==> src/rtl/sdram_arb_pkg.sv <==
// Shared types and default constants for the two-master SDRAM port arbiter.
package sdram_arb_pkg;

  localparam int DEF_ADDR_W      = 25;  // 64 MB of 16-bit words
  localparam int DEF_DATA_W      = 16;
  localparam int DEF_MAX_PEND    = 8;   // outstanding reads, power of 2
  localparam int DEF_GRANT_LIMIT = 4;   // accepted transfers per tenure

  // The state encoding doubles as the one-hot grant vector.
  typedef enum logic [1:0] {
    ST_IDLE = 2'b00,
    ST_OWN0 = 2'b01,
    ST_OWN1 = 2'b10
  } arb_state_e;

  // Master identifier; this is also the tag stored per outstanding read.
  typedef logic owner_t;

  localparam owner_t OWNER_M0 = 1'b0;
  localparam owner_t OWNER_M1 = 1'b1;

  // Ownership state that belongs to a given master.
  function automatic arb_state_e own_state(input owner_t id);
    return id ? ST_OWN1 : ST_OWN0;
  endfunction

endpackage

==> src/rtl/sdram_arb_tag_fifo.sv <==
// Tag FIFO: remembers which master issued each outstanding read so that
// in-order read data from the controller can be steered back to it.
module sdram_arb_tag_fifo
  import sdram_arb_pkg::*;
#(
  parameter int DEPTH = DEF_MAX_PEND
) (
  input  logic                   clk_50,
  input  logic                   reset_n,
  input  logic                   push,
  input  owner_t                 push_id,
  input  logic                   pop,
  output owner_t                 head_id,
  output logic                   full,
  output logic                   empty,
  output logic [$clog2(DEPTH):0] count
);

  localparam int AW = $clog2(DEPTH);
  localparam int CW = AW + 1;
  localparam logic [CW-1:0] FULL_CNT = CW'(DEPTH);

  // Pointers carry one extra wrap bit so full and empty are distinguishable.
  logic [CW-1:0] wr_ptr_q, wr_ptr_d;
  logic [CW-1:0] rd_ptr_q, rd_ptr_d;
  owner_t        mem_q [DEPTH];
  logic          do_push;
  logic          do_pop;

  assign count   = wr_ptr_q - rd_ptr_q;
  assign empty   = (wr_ptr_q == rd_ptr_q);
  assign full    = (count == FULL_CNT);
  assign head_id = mem_q[rd_ptr_q[AW-1:0]];

  // A pop on empty is ignored; a push while full is legal only with a pop.
  assign do_pop  = pop & ~empty;
  assign do_push = push & (~full | do_pop);

  // Advance the pointers for the accepted push/pop of this cycle.
  always_comb begin
    // NOTE: every always_comb output gets a default first so no latch is inferred.
    wr_ptr_d = wr_ptr_q;
    rd_ptr_d = rd_ptr_q;
    if (do_push) wr_ptr_d = wr_ptr_q + CW'(1);
    if (do_pop)  rd_ptr_d = rd_ptr_q + CW'(1);
  end

  // Pointer registers.
  always_ff @(posedge clk_50 or negedge reset_n) begin
    // NOTE: sequential state uses non-blocking assignments only.
    if (!reset_n) begin
      wr_ptr_q <= '0;
      rd_ptr_q <= '0;
    end else begin
      wr_ptr_q <= wr_ptr_d;
      rd_ptr_q <= rd_ptr_d;
    end
  end

  // Tag storage write port.
  // NOTE: storage is not reset; the reset pointers make every slot invalid.
  always_ff @(posedge clk_50) begin
    if (do_push) mem_q[wr_ptr_q[AW-1:0]] <= push_id;
  end

endmodule

==> src/rtl/sdram_port_arbiter.sv <==
// Two-master Avalon-MM arbiter in front of a single SDRAM controller.
// Grants are held for up to GRANT_LIMIT accepted transfers, alternate on
// contention, and read responses are routed back through a tag FIFO.
module sdram_port_arbiter
  import sdram_arb_pkg::*;
#(
  parameter int ADDR_W      = DEF_ADDR_W,
  parameter int DATA_W      = DEF_DATA_W,
  parameter int MAX_PEND    = DEF_MAX_PEND,
  parameter int GRANT_LIMIT = DEF_GRANT_LIMIT
) (
  input  logic                      clk_50,
  input  logic                      reset_n,
  // master 0
  input  logic [ADDR_W-1:0]         m0_address,
  input  logic                      m0_read,
  input  logic                      m0_write,
  input  logic [DATA_W-1:0]         m0_writedata,
  input  logic [1:0]                m0_byteenable,
  output logic                      m0_waitrequest,
  output logic [DATA_W-1:0]         m0_readdata,
  output logic                      m0_readdatavalid,
  // master 1
  input  logic [ADDR_W-1:0]         m1_address,
  input  logic                      m1_read,
  input  logic                      m1_write,
  input  logic [DATA_W-1:0]         m1_writedata,
  input  logic [1:0]                m1_byteenable,
  output logic                      m1_waitrequest,
  output logic [DATA_W-1:0]         m1_readdata,
  output logic                      m1_readdatavalid,
  // SDRAM controller side
  output logic [ADDR_W-1:0]         s_address,
  output logic                      s_read,
  output logic                      s_write,
  output logic [DATA_W-1:0]         s_writedata,
  output logic [1:0]                s_byteenable,
  input  logic                      s_waitrequest,
  input  logic [DATA_W-1:0]         s_readdata,
  input  logic                      s_readdatavalid,
  // status
  output logic [1:0]                grant,
  output logic [$clog2(MAX_PEND):0] pend_cnt,
  output logic                      err_orphan
);

  localparam int TW = $clog2(GRANT_LIMIT + 1);
  localparam logic [TW-1:0] LAST_BEAT = TW'(GRANT_LIMIT - 1);

  arb_state_e    state_q, state_d;
  owner_t        last_owner_q, last_owner_d;
  logic [TW-1:0] tenure_q, tenure_d;
  logic          err_orphan_q, err_orphan_d;

  logic   m0_req, m1_req;
  logic   owner_req, other_req;
  owner_t owner;
  logic   pend_full, pend_empty;
  logic   accept, read_accept, rsp_pop;
  owner_t head_id;

  assign m0_req = m0_read | m0_write;
  assign m1_req = m1_read | m1_write;

  // Decode the current owner and whether each side is asking for the bus.
  always_comb begin
    owner     = OWNER_M0;
    owner_req = 1'b0;
    other_req = 1'b0;
    case (state_q)
      ST_OWN0: begin owner = OWNER_M0; owner_req = m0_req; other_req = m1_req; end
      ST_OWN1: begin owner = OWNER_M1; owner_req = m1_req; other_req = m0_req; end
      default: ;
    endcase
  end

  // Steer the owner's command to the controller; reads stall while the tag FIFO is full.
  always_comb begin
    s_address      = '0;
    s_read         = 1'b0;
    s_write        = 1'b0;
    s_writedata    = '0;
    s_byteenable   = '0;
    m0_waitrequest = 1'b1;
    m1_waitrequest = 1'b1;
    case (state_q)
      ST_OWN0: begin
        s_address      = m0_address;
        s_read         = m0_read & ~pend_full;
        s_write        = m0_write;
        s_writedata    = m0_writedata;
        s_byteenable   = m0_byteenable;
        m0_waitrequest = s_waitrequest | (m0_read & pend_full);
      end
      ST_OWN1: begin
        s_address      = m1_address;
        s_read         = m1_read & ~pend_full;
        s_write        = m1_write;
        s_writedata    = m1_writedata;
        s_byteenable   = m1_byteenable;
        m1_waitrequest = s_waitrequest | (m1_read & pend_full);
      end
      default: ;
    endcase
  end

  assign accept      = (s_read | s_write) & ~s_waitrequest;
  assign read_accept = s_read & ~s_waitrequest;

  // Next-state logic: arbitration from IDLE, tenure limit, and the hold rule
  // (an owner with an unaccepted command keeps the bus).
  always_comb begin
    state_d      = state_q;
    last_owner_d = last_owner_q;
    tenure_d     = tenure_q;
    err_orphan_d = err_orphan_q | (s_readdatavalid & pend_empty);
    case (state_q)
      ST_IDLE: begin
        tenure_d = '0;
        if (m0_req & m1_req) begin
          state_d      = own_state(~last_owner_q);
          last_owner_d = ~last_owner_q;
        end else if (m0_req) begin
          state_d      = ST_OWN0;
          last_owner_d = OWNER_M0;
        end else if (m1_req) begin
          state_d      = ST_OWN1;
          last_owner_d = OWNER_M1;
        end
      end
      ST_OWN0, ST_OWN1: begin
        if (!owner_req) begin
          tenure_d = '0;
          if (other_req) begin
            state_d      = own_state(~owner);
            last_owner_d = ~owner;
          end else begin
            state_d = ST_IDLE;
          end
        end else if (accept) begin
          if (tenure_q == LAST_BEAT) begin
            tenure_d = '0;
            if (other_req) begin
              state_d      = own_state(~owner);
              last_owner_d = ~owner;
            end
          end else begin
            tenure_d = tenure_q + TW'(1);
          end
        end
      end
      default: begin
        state_d  = ST_IDLE;
        tenure_d = '0;
      end
    endcase
  end

  // Arbiter state registers; grant is the state register itself.
  always_ff @(posedge clk_50 or negedge reset_n) begin
    if (!reset_n) begin
      state_q      <= ST_IDLE;
      last_owner_q <= OWNER_M1;
      tenure_q     <= '0;
      err_orphan_q <= 1'b0;
    end else begin
      state_q      <= state_d;
      last_owner_q <= last_owner_d;
      tenure_q     <= tenure_d;
      err_orphan_q <= err_orphan_d;
    end
  end

  assign grant      = state_q;
  assign err_orphan = err_orphan_q;

  sdram_arb_tag_fifo #(
    .DEPTH (MAX_PEND)
  ) u_tag_fifo (
    .clk_50  (clk_50),
    .reset_n (reset_n),
    .push    (read_accept),
    .push_id (owner),
    .pop     (s_readdatavalid),
    .head_id (head_id),
    .full    (pend_full),
    .empty   (pend_empty),
    .count   (pend_cnt)
  );

  // Responses follow the tag at the FIFO head, independent of the current grant.
  assign rsp_pop          = s_readdatavalid & ~pend_empty;
  assign m0_readdatavalid = rsp_pop & (head_id == OWNER_M0);
  assign m1_readdatavalid = rsp_pop & (head_id == OWNER_M1);
  assign m0_readdata      = s_readdata;
  assign m1_readdata      = s_readdata;

endmodule

==> config.mk <==
export PLATFORM = sky130hd
export DESIGN_NAME = sdram_port_arbiter
export DESIGN_NICKNAME = d
export VERILOG_FILES = /design/src/rtl/sdram_arb_pkg.sv /design/src/rtl/sdram_arb_tag_fifo.sv /design/src/rtl/sdram_port_arbiter.sv
export SDC_FILE = /design/constraint.sdc
export NUM_CORES = 1
export LEC_CHECK = 0
export ABC_AREA = 1
export CELL_PAD_IN_SITES_DETAIL_PLACEMENT = 0
export CELL_PAD_IN_SITES_GLOBAL_PLACEMENT = 1
export CORE_MARGIN = 4
export CORE_UTILIZATION = 21
export CTS_BUF_LIST = sky130_fd_sc_hd__clkbuf_8
export DETAILED_ROUTE_END_ITERATION = 6
export GPL_ROUTABILITY_DRIVEN = 1
export PLACE_DENSITY_LB_ADDON = 0.1
export SLEW_MARGIN = 20
export SYNTH_ARGS = -nofsm -noshare
export SYNTH_HDL_FRONTEND = slang
export SYNTH_SLANG_ARGS = --single-unit
==> constraint.sdc <==
create_clock -name clk_50 -period 3.2 [get_ports clk_50]
set_input_delay 0.96 -clock clk_50 [delete_from_list [all_inputs] [get_ports clk_50]]
set_output_delay 0.96 -clock clk_50 [all_outputs]
set_load 0.005 [all_outputs]
==> reports/results.md <==
| Parameter | Value |
|:---|:---|
| End point of the most critical hold path | last_owner_q |
| Synth Warn # | 0 |
| Static Leakage | 1.679 nW |
| Inst Count DP | 523 |
| Buffer depth of the longest clock path | 2 |
| Detailed Route WL | 8.375 mm |
| Final-layout worst hold slack | 477.5 ps |
| Vias in the first global route | 2269 |
| Slew margin rel. | 44.83% |
| H-Tree Level Count | 1 |
| Vias | 2292 |
| Core ar. | 9910 um^2 |
| Die span in x | 109.7 um |
| Count of state elements after synthesis | 23 |
| Max-capacitance violation count | 0 |
| Beginning of the worst register-to-register path | u_tag_fifo.wr_ptr_q[0] |
| Startpoint types | primary input |
| Share of final-layout standard cells stronger than drive strength 1 | 14.00% |
| Setup TNS Final | 0 ps |
| Number of enable-type register cells in the synthesized netlist | 8 |
| Routability cong. | 0.7362 |
| Launch instance of the worst min-delay path | last_owner_q |
| Crit path from | s_readdatavalid |
| Critical path fanouts, max | 3 |
| Violation count after the first detailed-route iteration | 37 |
| Number of non-filler instances in the completed layout | 534 |
| Final #Nets | 522 |
| Final hold violation count | 0 |
| Worst-case register-to-register setup slack | 890 ps |
| Largest net degree at the start of global routing | 44 |
| Final core utilization | 38.88% |
| Commonest cells after routing, fill and taps aside | 144 x sky130_fd_sc_hd__clkdlybuf4s50_1, 43 x sky130_fd_sc_hd__a22o_1, 34 x sky130_fd_sc_hd__nand2_1, 27 x sky130_fd_sc_hd__inv_1, 23 x sky130_fd_sc_hd__nor2_1 |
| Number of setup violations in the final report | 0 |
| Clock sink count | 23 |
| IR drop worst, VDD | 0.4910 mV |
| Synth Instances | 265 |
| Clock transition at the registers of the reported paths | 90 ps |
| Data required time of the critical path | 2240 ps |
| Crit Reg-Reg Endpoint | u_tag_fifo.mem_q[2] |
| Initial standard-cell utilization of the core | 21.91% |
| Worst-Skew Late Latency | 270 ps |
| Portion of the clock cycle consumed by the worst path in the final layout | 97.43% |
| DPL Wire Length | 6.900 mm |
| Setup clock skew after layout | 5.251 ps |
| Io pins | 198 |
| Die height | 109.7 um |
| CTS buffer count | 3 |
| Share of synthesized flip-flops with an asynchronous set or reset | 65.22% |
| Path class of the lowest-slack min-delay path | flop to flop |
| Final count of pins violating max slew | 0 |
| Post-route DRC | 0 |
| Wirelength per Cell | 15.68 um |
| Worst Hold Path Cells | 2 |
| Die area | 12030 um^2 |
| Average size of a mapped cell | 8.192 um^2 |
| Cell area after synthesis | 2171 um^2 |
| Synth-to-layout area growth | 77.46% |
| Distinct cell type count of the synthesized netlist | 38 |
| F_max | 0.3207 GHz |
| Total number of placement rows | 36 |
| Class of the most critical setup path | primary input to output pin |
| Capturing element type of the critical path | output pin |
| Global-route wire length before repair | 12.06 mm |
| Total global-route track usage | 12.99% |
| I/O Buffers | 149 |
| Slew @ Worst Pin | 824.9 ps |
| Run status | completed |
| Clock tree from TritonCTS | yes |
| Overflow after GRT | 0 |
| Routed Antenna Nets | 0 |
| Commonest non-fill, non-tap cell in the layout | sky130_fd_sc_hd__clkdlybuf4s50_1 |
| Unrepaired setup endpoints after global routing | yes |
| Path depth of the worst reg2reg path | 14 |
| Synthesized Nets | 386 |
| WP data arrival | 2160 ps |
| Most common flop cell mapped by yosys | sky130_fd_sc_hd__dfrtp_1 |
| Sequential cell area fraction in the yosys report | 28.41% |
| Root Buffer | sky130_fd_sc_hd__clkbuf_8 |
| Average via count per standard cell | 4.292 |
| Antenna violations before repair | 0 |
| Power per unit of standard cell area | 747.8 nW/um^2 |
| Post-layout min period | 3118 ps |
| First-pass iteration count of the detailed router | 4 |
flip-flops by register name (all words and copies together) (netlist names):
register / cells
grant: 2
err_orphan: 1
last_owner_q: 1
u_tag_fifo.rd_ptr_q: 4
tenure_q: 3
u_tag_fifo.wr_ptr_q: 4
u_tag_fifo.mem_q: 8
logic make-up (layout without fill, tap and decap cells):
group,count (synthesis),count (layout),share of synthesized area (%)
xor+xnor,5,5,2.363
mux,1,1,0.4611
other cells,0,1,0
fa+ha+maj,11,11,6.686
buf+inv,72,207,18.10
flops,23,23,28.42
compound gates,68,68,24.67
simple gates,85,85,19.31
worst max-delay path by stage:
stage	endpoint	slack, ps
2_1_floorplan	m0_waitrequest	390
3_3_place_gp	s_read	-160
3_5_place_dp	s_read	-150
4_1_cts	m0_waitrequest	-10
5_1_grt	m0_waitrequest	-110
6_report	m1_readdatavalid	80
layout make-up:
type	instances	area, um^2
diodes	1	2.502
inverters	32	125.1
multi-input cells	170	1186
well taps	133	166.4
repair buffers	171	1707
clock buffers	3	41.29
fillers	1053	6057
clock inverters	1	7.507
flip-flops and latches	23	616.8
repair_timing:
| item | 4_1_cts | 5_1_grt |
|---|---|---|
| cloned | 0 | 2 |
| setup endpoints to repair | 47 | 49 |
| buffers inserted | 2 | 2 |
| gates resized for setup | 9 | 14 |
| hold buffers | 0 | 0 |
| pin swaps | 4 | 6 |
critical path: stages:
cell and delay, ps:
sky130_fd_sc_hd__clkdlybuf4s50_1 480, sky130_fd_sc_hd__nand2_1 100, sky130_fd_sc_hd__a21oi_2 110, sky130_fd_sc_hd__clkdlybuf4s50_1 510
power breakdown:
| group | internal (mW) | switching (mW) | total, mW |
|---|---|---|---|
| combinational | 1.21 | 1.01 | 2.21 |
| clock | 0.0882 | 0.106 | 0.194 |
| sequential | 0.411 | 0.0633 | 0.474 |
cells in the mapped netlist, types with 4 or more instances:
| library cell | count | share of area [%] |
|---|---|---|
| sky130_fd_sc_hd__a21oi_1 | 5 | 1.2 |
| sky130_fd_sc_hd__a22o_1 | 43 | 17 |
| sky130_fd_sc_hd__buf_4 | 32 | 11 |
| sky130_fd_sc_hd__clkbuf_1 | 8 | 1.4 |
| sky130_fd_sc_hd__dfrtp_1 | 14 | 16 |
| sky130_fd_sc_hd__edfxtp_1 | 8 | 11 |
| sky130_fd_sc_hd__ha_1 | 10 | 5.8 |
| sky130_fd_sc_hd__inv_1 | 29 | 5.0 |
| sky130_fd_sc_hd__nand2_1 | 35 | 6.1 |
| sky130_fd_sc_hd__nand3_1 | 9 | 2.1 |
| sky130_fd_sc_hd__nand4_1 | 4 | 1.2 |
| sky130_fd_sc_hd__nor2_1 | 24 | 4.2 |
| sky130_fd_sc_hd__o21ai_0 | 7 | 1.6 |
| sky130_fd_sc_hd__xor2_1 | 4 | 1.6 |
per-layer routing:
metal / vias to the layer above / global-route usage, % / wire, um
li1: 1157 / - / -
met2: 98 / 22.10 / 4108
met5: - / 0 / 0
met4: 0 / 2.760 / 54
met3: 4 / 6.224 / 950
met1: 1033 / 14.78 / 3261
metrics by stage:
step	power [mW]	worst slack, ps	area, um^2
4_1_cts	2.812	-12.87	3764
3_3_place_gp	2.600	-164.3	3704
3_5_place_dp	2.600	-147.0	3704
5_1_grt	3.182	-110.3	3850
6_report	2.881	82.30	3852
2_1_floorplan	1.561	389.6	2171
Power figures use the tool's default switching activity.
